===== src/rtl/clock_pkg.sv =====
`default_nettype none
// ============================================================================
// Module   : clock_pkg
// Brief    : Mode encodings and default moduli shared by the clock controller.
// Revision : 1.0 - initial release
// ============================================================================
package clock_pkg;

    typedef enum logic [1:0] {
        RUN   = 2'b00,
        SET_H = 2'b01,
        SET_M = 2'b10,
        SET_S = 2'b11
    } clock_mode_t;

    localparam int c_SEC_MOD_DEFAULT  = 60;
    localparam int c_MIN_MOD_DEFAULT  = 60;
    localparam int c_HOUR_MOD_DEFAULT = 24;

endpackage : clock_pkg
`default_nettype wire


===== src/rtl/m_mod_counter.sv =====
`default_nettype none
// ============================================================================
// Module   : m_mod_counter
// Brief    : Modulo-N up counter with synchronous clear and same-edge carry.
// Revision : 1.0 - initial release
// ============================================================================
module m_mod_counter #(
    parameter int WIDTH = 6
) (
    input  logic             clk,
    input  logic             res,
    input  logic             i_en,
    input  logic             i_clr,
    input  logic [WIDTH-1:0] i_modulus,
    output logic [WIDTH-1:0] o_count,
    output logic             o_carry
);

    logic [WIDTH-1:0] r_count;
    logic             w_at_top;

    // ">=" keeps the count in range even if a value above the top ever appears
    assign w_at_top = (r_count >= (i_modulus - WIDTH'(1)));
    assign o_carry  = i_en & w_at_top;
    assign o_count  = r_count;

    always_ff @(posedge clk or posedge res) begin
        if (res) begin
            r_count <= '0;
        end else if (i_clr) begin
            r_count <= '0;
        end else if (i_en) begin
            r_count <= w_at_top ? '0 : (r_count + WIDTH'(1));
        end
    end

endmodule : m_mod_counter
`default_nettype wire


===== src/rtl/m_clock_adjust_ctrl.sv =====
`default_nettype none
// ============================================================================
// Module   : m_clock_adjust_ctrl
// Brief    : HH:MM:SS clock with RUN/SET_H/SET_M/SET_S adjust FSM and blink.
// Revision : 1.0 - initial release
// ============================================================================
module m_clock_adjust_ctrl
    import clock_pkg::*;
#(
    parameter int SEC_MOD  = c_SEC_MOD_DEFAULT,
    parameter int MIN_MOD  = c_MIN_MOD_DEFAULT,
    parameter int HOUR_MOD = c_HOUR_MOD_DEFAULT
) (
    input  logic       clk,
    input  logic       res,
    input  logic       tick,
    input  logic       btn_mode,
    input  logic       btn_up,
    output logic [5:0] sec,
    output logic [5:0] min,
    output logic [4:0] hour,
    output logic [1:0] mode,
    output logic       blink,
    output logic       day_pulse
);

    clock_mode_t r_state;
    clock_mode_t w_state_next;
    logic        r_blink;
    logic        w_blink_next;
    logic        r_day_pulse;
    logic        w_run;
    logic        w_up_eff;
    logic        w_sec_en;
    logic        w_sec_clr;
    logic        w_min_en;
    logic        w_hour_en;
    logic        w_sec_carry;
    logic        w_min_carry;
    logic        w_hour_carry;

    // btn_mode wins over btn_up; carries only cascade while running
    assign w_run     = (r_state == RUN);
    assign w_up_eff  = btn_up & ~btn_mode;
    assign w_sec_en  = w_run & tick;
    assign w_sec_clr = (r_state == SET_S) & w_up_eff;
    assign w_min_en  = (w_run & w_sec_carry) | ((r_state == SET_M) & w_up_eff);
    assign w_hour_en = (w_run & w_min_carry) | ((r_state == SET_H) & w_up_eff);

    m_mod_counter #(.WIDTH(6)) u_sec (
        .clk       (clk),
        .res       (res),
        .i_en      (w_sec_en),
        .i_clr     (w_sec_clr),
        .i_modulus (6'(SEC_MOD)),
        .o_count   (sec),
        .o_carry   (w_sec_carry)
    );

    m_mod_counter #(.WIDTH(6)) u_min (
        .clk       (clk),
        .res       (res),
        .i_en      (w_min_en),
        .i_clr     (1'b0),
        .i_modulus (6'(MIN_MOD)),
        .o_count   (min),
        .o_carry   (w_min_carry)
    );

    m_mod_counter #(.WIDTH(5)) u_hour (
        .clk       (clk),
        .res       (res),
        .i_en      (w_hour_en),
        .i_clr     (1'b0),
        .i_modulus (5'(HOUR_MOD)),
        .o_count   (hour),
        .o_carry   (w_hour_carry)
    );

    always_comb begin
        w_state_next = r_state;
        w_blink_next = r_blink;
        if (btn_mode) begin
            w_blink_next = 1'b0;
            case (r_state)
                RUN:     w_state_next = SET_H;
                SET_H:   w_state_next = SET_M;
                SET_M:   w_state_next = SET_S;
                SET_S:   w_state_next = RUN;
                default: w_state_next = RUN;
            endcase
        end else if (w_run) begin
            w_blink_next = 1'b0;
        end else if (tick) begin
            w_blink_next = ~r_blink;
        end
    end

    always_ff @(posedge clk or posedge res) begin
        if (res) begin
            r_state     <= RUN;
            r_blink     <= 1'b0;
            r_day_pulse <= 1'b0;
        end else begin
            r_state     <= w_state_next;
            r_blink     <= w_blink_next;
            r_day_pulse <= w_run & w_hour_carry;
        end
    end

    assign mode      = r_state;
    assign blink     = r_blink;
    assign day_pulse = r_day_pulse;

endmodule : m_clock_adjust_ctrl
`default_nettype wire

===== config.mk =====
export PLATFORM = sky130hd
export DESIGN_NAME = m_clock_adjust_ctrl
export DESIGN_NICKNAME = d
export VERILOG_FILES = /design/src/rtl/clock_pkg.sv /design/src/rtl/m_mod_counter.sv /design/src/rtl/m_clock_adjust_ctrl.sv
export SDC_FILE = /design/constraint.sdc
export NUM_CORES = 1
export LEC_CHECK = 0
export CAP_MARGIN = 20
export CORE_MARGIN = 3
export CORE_UTILIZATION = 45
export CTS_BUF_LIST = sky130_fd_sc_hd__clkbuf_8
export DETAILED_ROUTE_END_ITERATION = 10
export DONT_BUFFER_PORTS = 1
export HOLD_SLACK_MARGIN = 0.05
export PLACE_DENSITY = 0.63
export SLEW_MARGIN = 0
export SYNTH_ARGS = -nofsm -noshare
export SYNTH_HDL_FRONTEND = slang
export SYNTH_HIERARCHICAL = 1
export SYNTH_SLANG_ARGS = --single-unit
export TNS_END_PERCENT = 20

===== constraint.sdc =====
create_clock -name clk -period 8.63 [get_ports clk]
set_clock_uncertainty 0.1 [all_clocks]
set_input_delay 0.4315 -clock clk [delete_from_list [all_inputs] [get_ports clk]]
set_output_delay 0.4315 -clock clk [all_outputs]
set_load 0.01 [all_outputs]

==> flow_summary.ini <==
[outcome]
outcome = finished, final reports clean

[worst_setup_path]
crit_fanout = 13
cp-end-kind = flip-flop
required_ns = 8.66
cp-start-kind = flip-flop
crit_type = flip-flop to flip-flop
arrival_ns = 3.17

[synthesis]
ys_seq_area_frac = 0.263
synth-compound-area-share = 0.240
synthXorXnorAreaFrac = 0.0526
synth.largest_area_cell = dfrtp_1
synth_common_cells = ha_1, dfrtp_1, nand2b_1
synth_cell_type_count = 37
avgSynthCellArea_um2 = 9.21
ys.flop_type = dfrtp_1
synth-seq-cells = 21
synth_adder_area_share = 0.175
yosys-top-cells-area = dfrtp_1, ha_1, o2111ai_1, nand2b_1, xnor2_1
synth_mux_area_frac = 0
synth_edf_count = 0
synth_simple_gate_area_frac = 0.215
syn_inst = 217
synthArstFlopShare = 1.00
synth_top_area_frac = 0.263
synth.most_common_cell = ha_1
yosysWarnings = 6
synth_top_family_by_area = compound AO/OA/AOI/OAI gates
syn_area_mm2 = 0.00200

[timing]
fmaxAchievable_mhz = 318
hold_violations = 0
period_share = 0.364
setup_viol = 0
tns_ns = 0
min_period_ns = 3.14
setup_slack_ns = 5.49
rsz0062_at_grt = false
slew_violations = 0

[clocking]
clk_pin_slew_ns = 0.08
cts.root.buffer_cell = clkbuf_8
numCtsBuffers = 3
clock_sinks = 21
cts.path.max_buffers = 2
cts_tree = built
cts_resized = 0
clock_latency_ns = 0.26
post_cts_buffers = 0
htree_num_levels = 1

[finish]
antenna_cells = 0
fillerInstances = 405
final_net_count = 301
layout-drive-gt1-share = 0.0712
final_core_util = 0.547
area_delta_synth_final_pct = 13.5

[pwr]
powerDensity_mw_per_mm2 = 185
ir_drop_v = 0.0000808
finalPower_mw = 0.420
p_leak_nw = 0.993

[global_route]
grt_max_degree = 14
first_global_vias = 1524
gr-total-overflow = 0
grt_usage = 0.168
antenna_found_initial = 0
grt_first_pass_wirelength_mm = 7.15

[floorplanning]
fp-row-count = 23
initial_core_util = 0.482
die-area_mm2 = 0.00528
core_mm2 = 0.00414
die_w_um = 72.7
die_y_um = 72.7
pin_count = 26

[placed_design]
place.gp.congestion = 0.798
hpwl_mm = 3.11
dpl_worst_slack_ns = 5.52
numPortBuffers = 0

[routing]
detail-route-antenna-nets = 0
dr_total_vias = 1630
viasPerCell = 5.14
wl_per_cell_um = 12.5
route.final.wire_length_mm = 3.97
drtIter0Drc = 125
drc = 0
drt-pass1-iter-count = 4

[flow_run]
cap_violations = 0

[worst_hold_path]
hold_class = input port to flip-flop
critical path, stage by stage, from the launching register on:
cell      delay, ns
dfrtp_1        0.48
ha_1           0.36
a21oi_1        0.13
o21a_1         0.31
o21ai_0        0.13
and2_1         0.18
a22o_1         0.35
and2_1         0.19
a22o_1         0.34
nor4b_1        0.19
o211ai_1       0.10
o221ai_1       0.14
stage by stage:
stage	hold WS [ns]	instance area, um2	cells
floorplan	0.0976	2190	267
global placement	0.111	2210	312
detailed placement	0.112	2210	312
CTS	0.121	2270	317
global route	0.117	2270	317
finish	0.131	2270	317
where the power goes:
group	leakage, nW	switching (mW)	internal, mW
Sequential	0.274	0.0464	0.120
Combinational	0.694	0.107	0.0810
Clock	0.0255	0.0330	0.0322
Total	0.993	0.187	0.233
worst paths after layout:
check	from	end	slack, ns	cells after the start
max in group asynchronous	res	u_sec/o_count[4]	7.70	2
min reg2reg	blink	blink	0.56	2
min	btn_mode	blink	0.13	1
max	u_sec/o_count[3]	u_hour/o_count[3]	5.49	11
max reg2reg	u_sec/o_count[3]	u_hour/o_count[3]	5.49	11
min in group asynchronous	res	mode[1]	0.47	2
area by class of cell:
type	count	area, um2	share of cell area
clock inverters	1	5.00	0.00221
multi-input cells	224	1560	0.688
inverters	17	63.8	0.0281
repair buffers	1	10.0	0.00441
well taps	50	62.6	0.0276
clock buffers	3	41.3	0.0182
flip-flops and latches	21	526	0.232
cells by family (layout without fill, tap and decap cells):
family / count (synthesis) / after routing
simple gates: 69 / 69
compound gates: 63 / 63
fa+ha+maj: 28 / 28
buf+inv: 22 / 22
flops: 21 / 21
xor+xnor: 12 / 12
other cells: 2 / 52
registers in the layout, indices dropped and copies added, names as in the netlist:
signal,flops
mode,2
day_pulse,1
u_min/o_count,6
u_sec/o_count,6
blink,1
u_hour/o_count,5
layer usage:
metal	routed length, um	track usage
met5	0	0
met4	77	0.0492
met3	263	0.0496
met2	1770	0.258
met1	1860	0.230
placed cells by master, fill, tap and decap left out:
cell type / Yosys / routed
nor3_1: 9 / 9
a22o_1: 2 / 2
clkinv_2: 0 / 1
nor2_1: 4 / 4
o21a_1: 4 / 4
nand3b_1: 2 / 2
o221ai_1: 3 / 3
o21ai_0: 7 / 7
a31oi_1: 6 / 6
nand3_1: 4 / 4
a21oi_4: 2 / 2
nand2_1: 11 / 11
ha_1: 28 / 28
xor2_1: 4 / 4
nor3b_1: 3 / 3
nand4_2: 2 / 2
a21o_1: 1 / 1
nand2b_4: 2 / 2
conb_1: 2 / 52
and2_1: 5 / 5
o21ai_2: 1 / 1
nand3_2: 2 / 2
or2_2: 1 / 1
dlygate4sd3_1: 0 / 1
nand2b_1: 18 / 18
o2111ai_1: 14 / 14
inv_1: 17 / 17
nor2b_2: 1 / 1
a21oi_2: 2 / 2
o211ai_1: 9 / 9
clkbuf_8: 0 / 3
and2_2: 1 / 1
or2b_1: 2 / 2
dfrtp_1: 21 / 21
nor4b_1: 2 / 2
a31oi_4: 1 / 1
a21oi_1: 11 / 11
xnor2_1: 8 / 8
what timing repair did:
| item | in CTS | in global routing |
|---|---|---|
| hold endpoints to repair | 21 | 0 |
| endpoints found under the setup margin | 0 | 0 |
| hold buffers | 1 | 0 |
No activity file was read; power rests on OpenSTA's default activity.
